--- src/rtl/stack_unit.sv ---
// Operand stack for the multicycle stack CPU: executes push/pop/tos strobes
// from the controller and presents popped/peeked data on a registered stack_out.
module stack_unit #(
  parameter int unsigned WIDTH = 8,
  parameter int unsigned DEPTH = 16
) (
  input  logic                       clk,
  input  logic                       rst,
  input  logic                       push,
  input  logic                       pop,
  input  logic                       tos,
  input  logic                       MtoS,
  input  logic [WIDTH-1:0]           mem_data,
  input  logic [WIDTH-1:0]           alu_res,
  output logic [WIDTH-1:0]           stack_out,
  output logic [$clog2(DEPTH):0]     sp,
  output logic                       empty,
  output logic                       full,
  output logic                       overflow,
  output logic                       underflow,
  output logic                       cmd_err
);

  localparam int unsigned AW  = $clog2(DEPTH);
  localparam int unsigned SPW = AW + 1;

  if ((DEPTH < 2) || ((DEPTH & (DEPTH - 1)) != 0)) begin : g_bad_depth
    $error("stack_unit: DEPTH must be a power of two and at least 2");
  end

  logic [WIDTH-1:0] mem_q [DEPTH];

  logic [SPW-1:0]   sp_q, sp_d;
  logic [WIDTH-1:0] stack_out_q, stack_out_d;
  logic             overflow_q, overflow_d;
  logic             underflow_q, underflow_d;
  logic             cmd_err_q, cmd_err_d;

  logic             wr_en;
  logic [AW-1:0]    wr_idx;
  logic [AW-1:0]    rd_idx;
  logic [WIDTH-1:0] wr_data;
  logic [1:0]       n_cmd;
  logic             is_full;
  logic             is_empty;

  // Command decode and next-state computation.
  always_comb begin
    sp_d        = sp_q;
    stack_out_d = stack_out_q;
    overflow_d  = overflow_q;
    underflow_d = underflow_q;
    cmd_err_d   = cmd_err_q;
    wr_en       = 1'b0;
    wr_idx      = AW'(sp_q);
    rd_idx      = AW'(sp_q - SPW'(1));
    wr_data     = MtoS ? mem_data : alu_res;
    n_cmd       = 2'(push) + 2'(pop) + 2'(tos);
    is_full     = (sp_q == SPW'(DEPTH));
    is_empty    = (sp_q == '0);

    if (n_cmd > 2'd1) begin
      cmd_err_d = 1'b1;
    end else if (push) begin
      if (is_full) begin
        overflow_d = 1'b1;
      end else begin
        wr_en = 1'b1;
        sp_d  = sp_q + SPW'(1);
      end
    end else if (pop || tos) begin
      if (is_empty) begin
        underflow_d = 1'b1;
      end else begin
        stack_out_d = mem_q[rd_idx];
        if (pop) sp_d = sp_q - SPW'(1);
      end
    end
  end

  // Control and output registers.
  always_ff @(posedge clk or posedge rst) begin
    if (rst) begin
      sp_q        <= '0;
      stack_out_q <= '0;
      overflow_q  <= 1'b0;
      underflow_q <= 1'b0;
      cmd_err_q   <= 1'b0;
    end else begin
      sp_q        <= sp_d;
      stack_out_q <= stack_out_d;
      overflow_q  <= overflow_d;
      underflow_q <= underflow_d;
      cmd_err_q   <= cmd_err_d;
    end
  end

  // Storage is left uninitialised; entries at or above sp are never read.
  always_ff @(posedge clk) begin
    if (wr_en) mem_q[wr_idx] <= wr_data;
  end

  assign stack_out = stack_out_q;
  assign sp        = sp_q;
  assign empty     = (sp_q == '0);
  assign full      = (sp_q == SPW'(DEPTH));
  assign overflow  = overflow_q;
  assign underflow = underflow_q;
  assign cmd_err   = cmd_err_q;

endmodule
--- config.mk ---
export PLATFORM = sky130hd
export DESIGN_NAME = stack_unit
export DESIGN_NICKNAME = d
export VERILOG_FILES = /design/src/rtl/stack_unit.sv
export SDC_FILE = /design/constraint.sdc
export NUM_CORES = 1
export LEC_CHECK = 0
export BUFFER_PORTS_ARGS = -buffer_cell sky130_fd_sc_hd__buf_2
export CAP_MARGIN = 20
export CORE_MARGIN = 1.5
export CORE_UTILIZATION = 50
export CTS_CLUSTER_SIZE = 25
export DETAILED_ROUTE_END_ITERATION = 16
export GPL_TIMING_DRIVEN = 0
export HOLD_SLACK_MARGIN = 0.08
export PLACE_DENSITY = 0.65
export SYNTH_ARGS = -nofsm -noshare
export SYNTH_HDL_FRONTEND = slang
export SYNTH_SLANG_ARGS = --single-unit
--- constraint.sdc ---
create_clock -name clk -period 3.5 [get_ports clk]
set_clock_uncertainty 0.15 [all_clocks]
set_input_delay 0.525 -clock clk [delete_from_list [all_inputs] [get_ports clk]]
set_output_delay 0.525 -clock clk [all_outputs]
set_load 0.005 [all_outputs]
==> Word-level counts from Yosys, hierarchy flattened <==
Memory sizes are Yosys's and may differ from the RTL's. A register that Yosys moved wholly into a read port is not among the register bits.
Index checks and enable logic that the tools add are counted.
{ "totals": {"regBits": 8, "ram_bits": 128, "output_inout_bits": 18, "elab_cells": 35, "mem_count": 1} }
{ "mem_list": {"columns": ["name", "words", "width", "rd", "rd_clocked_by_memory_dff", "write_ports", "line_no", "text"], "rows": [
  ["mem_q", 16, 8, 1, 1, 1, "31", "logic [WIDTH-1:0] mem_q [DEPTH];"]
]} }
{ "op_classes": {"addsub": 4, "order_cmp": 1, "eq_ne": 3, "muxes": 11, "bitwise": 3, "reduce_logical": 8} }
{ "op_table": {"columns": ["op", "n"], "rows": [
  ["$mux 5", 5],
  ["$mux 8", 1],
  ["$reduce_and 4->1", 2],
  ["$add 5x1->5 const B", 1],
  ["$eq 5x5->1 const B", 1],
  ["$logic_not 5->1", 1],
  ["$mux 1", 5],
  ["$reduce_and 5->1", 1],
  ["$sub 5x1->5 const B", 1],
  ["$ne 2x2->1 const B", 2],
  ["$reduce_bool 2->1", 2],
  ["$not 1->1", 3],
  ["$reduce_and 3->1", 1],
  ["$add 1x1->2", 1],
  ["$add 2x1->2", 1],
  ["$gt 2x1->1 const B", 1],
  ["$logic_or 1x1->1", 1]
]} }

==> Depth between registers and ports, before layout <==
{ "logic_depth": {"word_depth": 6, "mapped_depth": 10, "mapped_depth_nobuf": 7} }

==> Least setup slack after synthesis <==
No wires, ideal clock.
{ "synth_path": {"path_type": "reg-to-reg", "startpoint": "reg sp_q[0] (netlist: sp[0])", "endpoint": "reg stack_out_q[6] (netlist: stack_out[6]), read port of mem_q", "setup_time_ns": 0.131, "arrival_ns": 2.230, "setup_slack_ns": 0.989, "path_stages_with_launch": 11, "synth_period_minus_slack_ns": 2.511, "cell_sequence": "dfrtp_1 > buf_6 > buf_6 > inv_1 > ha_1 > buf_4 > dlymetal6s2s_1 > mux4_2 > nor2b_1 > a221oi_1 > a31oi_1"} }
{ "synth_between": {"elab_chain_len": 3, "elab_cells_between_ends": 4, "classes_between": "add/sub: 1; bitwise: 1; reduce/logical: 2"} }
{ "synth_lines": {"columns": ["item", "line_no", "text"], "rows": [
  ["start: declaration", "33", "logic [SPW-1:0] sp_q, sp_d;"],
  ["start signal: assignment", "90", "sp_q <= sp_d;"],
  ["branches (longest 3 deep; another with $sub 5x1->5)", null, null],
  ["end: declaration", "34", "logic [WIDTH-1:0] stack_out_q, stack_out_d;"]
]} }
Parallel ways; which one is timed is not known.
A chain may end at the register's enable or synchronous reset.

==> Final worst setup path <==
{ "layout_path": {"startpoint": "reg sp_q[0] (netlist: sp[0])", "endpoint": "reg stack_out_q[3] (netlist: stack_out[3]), read port of mem_q"} }
The elaborated chain is that of the path after synthesis.

==> flow_metrics.tcl <==
set metrics [dict create \
    dp_hpwl_mm 7.895 \
    synth.most_common_cell "edfxtp_1" \
    ys_seq_elements 144 \
    yosysTopAreaCell "edfxtp_1" \
    vdd_drop_max_v 0.0004779 \
    synth_warnings 0 \
    grt_max_degree 17 \
    cp-endpoint "stack_out[3]$_DFFE_PP0P_" \
    status "finished, final reports clean" \
    synthToLayoutAreaGrowth_pct 15.31 \
    synth_area_sq_mm 0.006047 \
    design.core.area_sq_mm 0.01161 \
    r2r-start "sp[0]$_DFFE_PP0P_" \
    io_buffers 38 \
    worstPathArrival_ps 3420 \
    ant_nets 0 \
    cts_buffers 17 \
    synth_edf_count 128 \
    grt_remaining_overflow 0 \
    critical_path_class "reg -> reg" \
    synth_area_leaders "edfxtp_1 (64%), mux4_1 (7.4%), dfrtp_1 (6.6%), mux4_2 (5.6%), nor2_1 (1.7%)" \
    hold_violations 0 \
    cp-end-kind "flop" \
    tritoncts "built" \
    cts_resized 0 \
    wire_per_inst_um 22.41 \
    power.density_mw_per_mm2 844.7 \
    setup_viol 0 \
    cts_root_buf "clkbuf_16" \
    initial_utilization 0.5207 \
    place_congestion 0.8028 \
    cpPeakStageDelay_ps 460 \
    drc 0 \
    insertedDiodeCount 0 \
    rows 39 \
    reg2regPathDepth 10 \
    rsz0062_at_grt "false" \
    synth-main-ff-cell "edfxtp_1" \
    timing.fmax_mhz 303.7 \
    hold_path.class "in -> reg" \
    path_clk_slew_ps 50 \
    io_pins 40 \
    fin_crit_ps 3292 \
    grt_pass1_wl_mm 18.22 \
    critPathTopFamily "buffers and inverters" \
    synthCells 309 \
    slew_violations 0 \
    synth.distinct_cells 50 \
    cp_num_cells 10 \
    antenna_found_initial 0 \
    fin_tns_setup_ps 0 \
    power.leakage_nw 2.424 \
    path_common_cell "buf_6" \
    relSlewSlack 0.4396 \
    start_kind "flop" \
    tightestPinTransition_ps 837.5 \
    critPathMaxFanout 10 \
    drv_cap 0 \
    r2r-end "stack_out[3]$_DFFE_PP0P_" \
    routed_wl_mm 11.72 \
    synth_top_area_frac 0.6356 \
    drt_pass1_iterations 5 \
    dieArea_sq_mm 0.01276 \
    die_w_um 113.0 \
    hold_depth 3 \
    postLayoutCoreUtil 0.6004 \
    ys_seq_area_frac 0.7018 \
    syn_avg_cell_area_sq_um 19.57 \
    track_usage 0.2047 \
    clock-sinks 144 \
    reg2reg_slack_ps 210 \
    grt_pass1_vias 3068 \
    period_share 0.9407 \
    vias 3030 \
    worstPathCellList "buf_6, buf_6, inv_1, ha_1, buf_4, dlymetal6s2s_1, mux4_1, nor2b_1, a221oi_1, a31oi_1" \
    synth_nets 336 \
    routed_via_density 5.793 \
    drive_gt1_frac 0.3053 \
    h-tree-depth 4 \
    crit_buf_inv 5 \
    cp_slowest_cell "dfrtp_1" \
    synthArstFlopShare 0.1111 \
    clock_path_buffers 2 \
    clk_latency_ps 420 \
    synth_commonest_cells "edfxtp_1 (128), nor2_1 (27), mux4_1 (17), dfrtp_1 (16), mux4_2 (15)" \
    critPathRequiredTime_ps 3630 \
    drt_iter0_markers 137 \
    dieHeight_um 113.0 \
    nets 394 \
    setup.worst_path.start "sp[0]$_DFFE_PP0P_" \
]
==> worst min path at each step <==
| stage | startpoint | end |
|---|---|---|
| finish | pop | cmd_err$_DFFE_PP0P_ |
| global route | pop | cmd_err$_DFFE_PP0P_ |
| CTS | pop | cmd_err$_DFFE_PP0P_ |
| detailed placement | overflow$_DFFE_PP0P_ | overflow$_DFFE_PP0P_ |
| global placement | overflow$_DFFE_PP0P_ | overflow$_DFFE_PP0P_ |
| floorplan | rst | cmd_err$_DFFE_PP0P_ |
==> cell families after synthesis <==
logic type / Yosys count / synth area share
flip-flops: 144 / 0.7018
AND/OR/NAND/NOR: 66 / 0.06642
multiplexers: 41 / 0.1463
AO/OA/AOI/OAI: 31 / 0.04345
buffers and inverters: 17 / 0.02441
XOR/XNOR: 5 / 0.007242
adder cells (fa/ha/maj): 5 / 0.01035
==> registers in the layout (all words and copies together) (netlist names) <==
| name | count |
|---|---|
| overflow | 1 |
| cmd_err | 1 |
| sp | 5 |
| mem_q | 128 |
| stack_out | 8 |
| underflow | 1 |
==> layer usage <==
layer  up-vias  part of all wire  GRT usage
li1       1390                 -          -
met1      1521              0.43     0.2752
met2        97              0.48     0.3069
met3        22             0.062    0.06642
met4         0             0.025    0.09750
met5         -                 0          0
==> worst register-to-register path: cells and delay by family (launching register included) <==
family | cells | cell delay [ps]
AOI/OAI and AO/OA | 2 | 590
adders and majority gates | 1 | 280
buffers and inverters | 5 | 1080
DFF | 1 | 460
muxes | 1 | 430
and+or+nand+nor | 1 | 180
==> power by group <==
group / switching (W) / leakage [nW] / internal [W] / total [W]
clock network: 0.000622 / 0.268 / 0.00102 / 0.00165
logic: 0.00109 / 0.820 / 0.000976 / 0.00207
registers: 0.000116 / 1.34 / 0.00206 / 0.00218
total: 0.00183 / 2.42 / 0.00406 / 0.00589
==> placed cells by master, fill, tap and decap left out, types with 3 or more instances in the layout <==
cell type  instances
nor2_1            27
nand2b_1           4
buf_4              4
xor2_1             4
dfrtp_1           16
mux4_1            17
edfxtp_1         128
clkbuf_16         17
clkinv_2           4
ha_1               5
mux2_2             8
clkbuf_1           6
nand2_1            5
buf_2             39
a21o_1             3
a221oi_1           8
a31oi_1            8
buf_6              3
a21oi_1            3
inv_1              3
clkbuf_8           5
nor2b_1            9
mux4_2            15
nand2b_2           7
==> stage by stage <==
step	hold slack (ps)	setup WS (ps)	total power [W]	cells	area, sq um
global placement	286.2	271.1	0.004253	490	6416
finish	271.6	207.5	0.005890	523	6973
detailed placement	292.5	212.7	0.004295	490	6416
floorplan	288.7	988.7	0.003646	309	6047
CTS	267.7	207.0	0.005941	523	6973
global route	283.8	21.42	0.006175	523	6973
==> final cells by class <==
| cell class | instances | area [sq um] |
|---|---|---|
| inverter | 3 | 11.26 |
| fill | 847 | 4641 |
| clock inverter | 7 | 61.31 |
| buffer | 14 | 136.4 |
| timing repair buffer | 39 | 200.2 |
| tap | 143 | 178.9 |
| clock buffer | 25 | 485.5 |
| multi-input combinational | 148 | 1655 |
| sequential | 144 | 4244 |
==> repair_timing <==
action,4_1_cts,5_1_grt
hold buffers,1,0
buffers inserted,0,0
hold endpoints to repair,16,0
(Power assumes the default switching activity.)
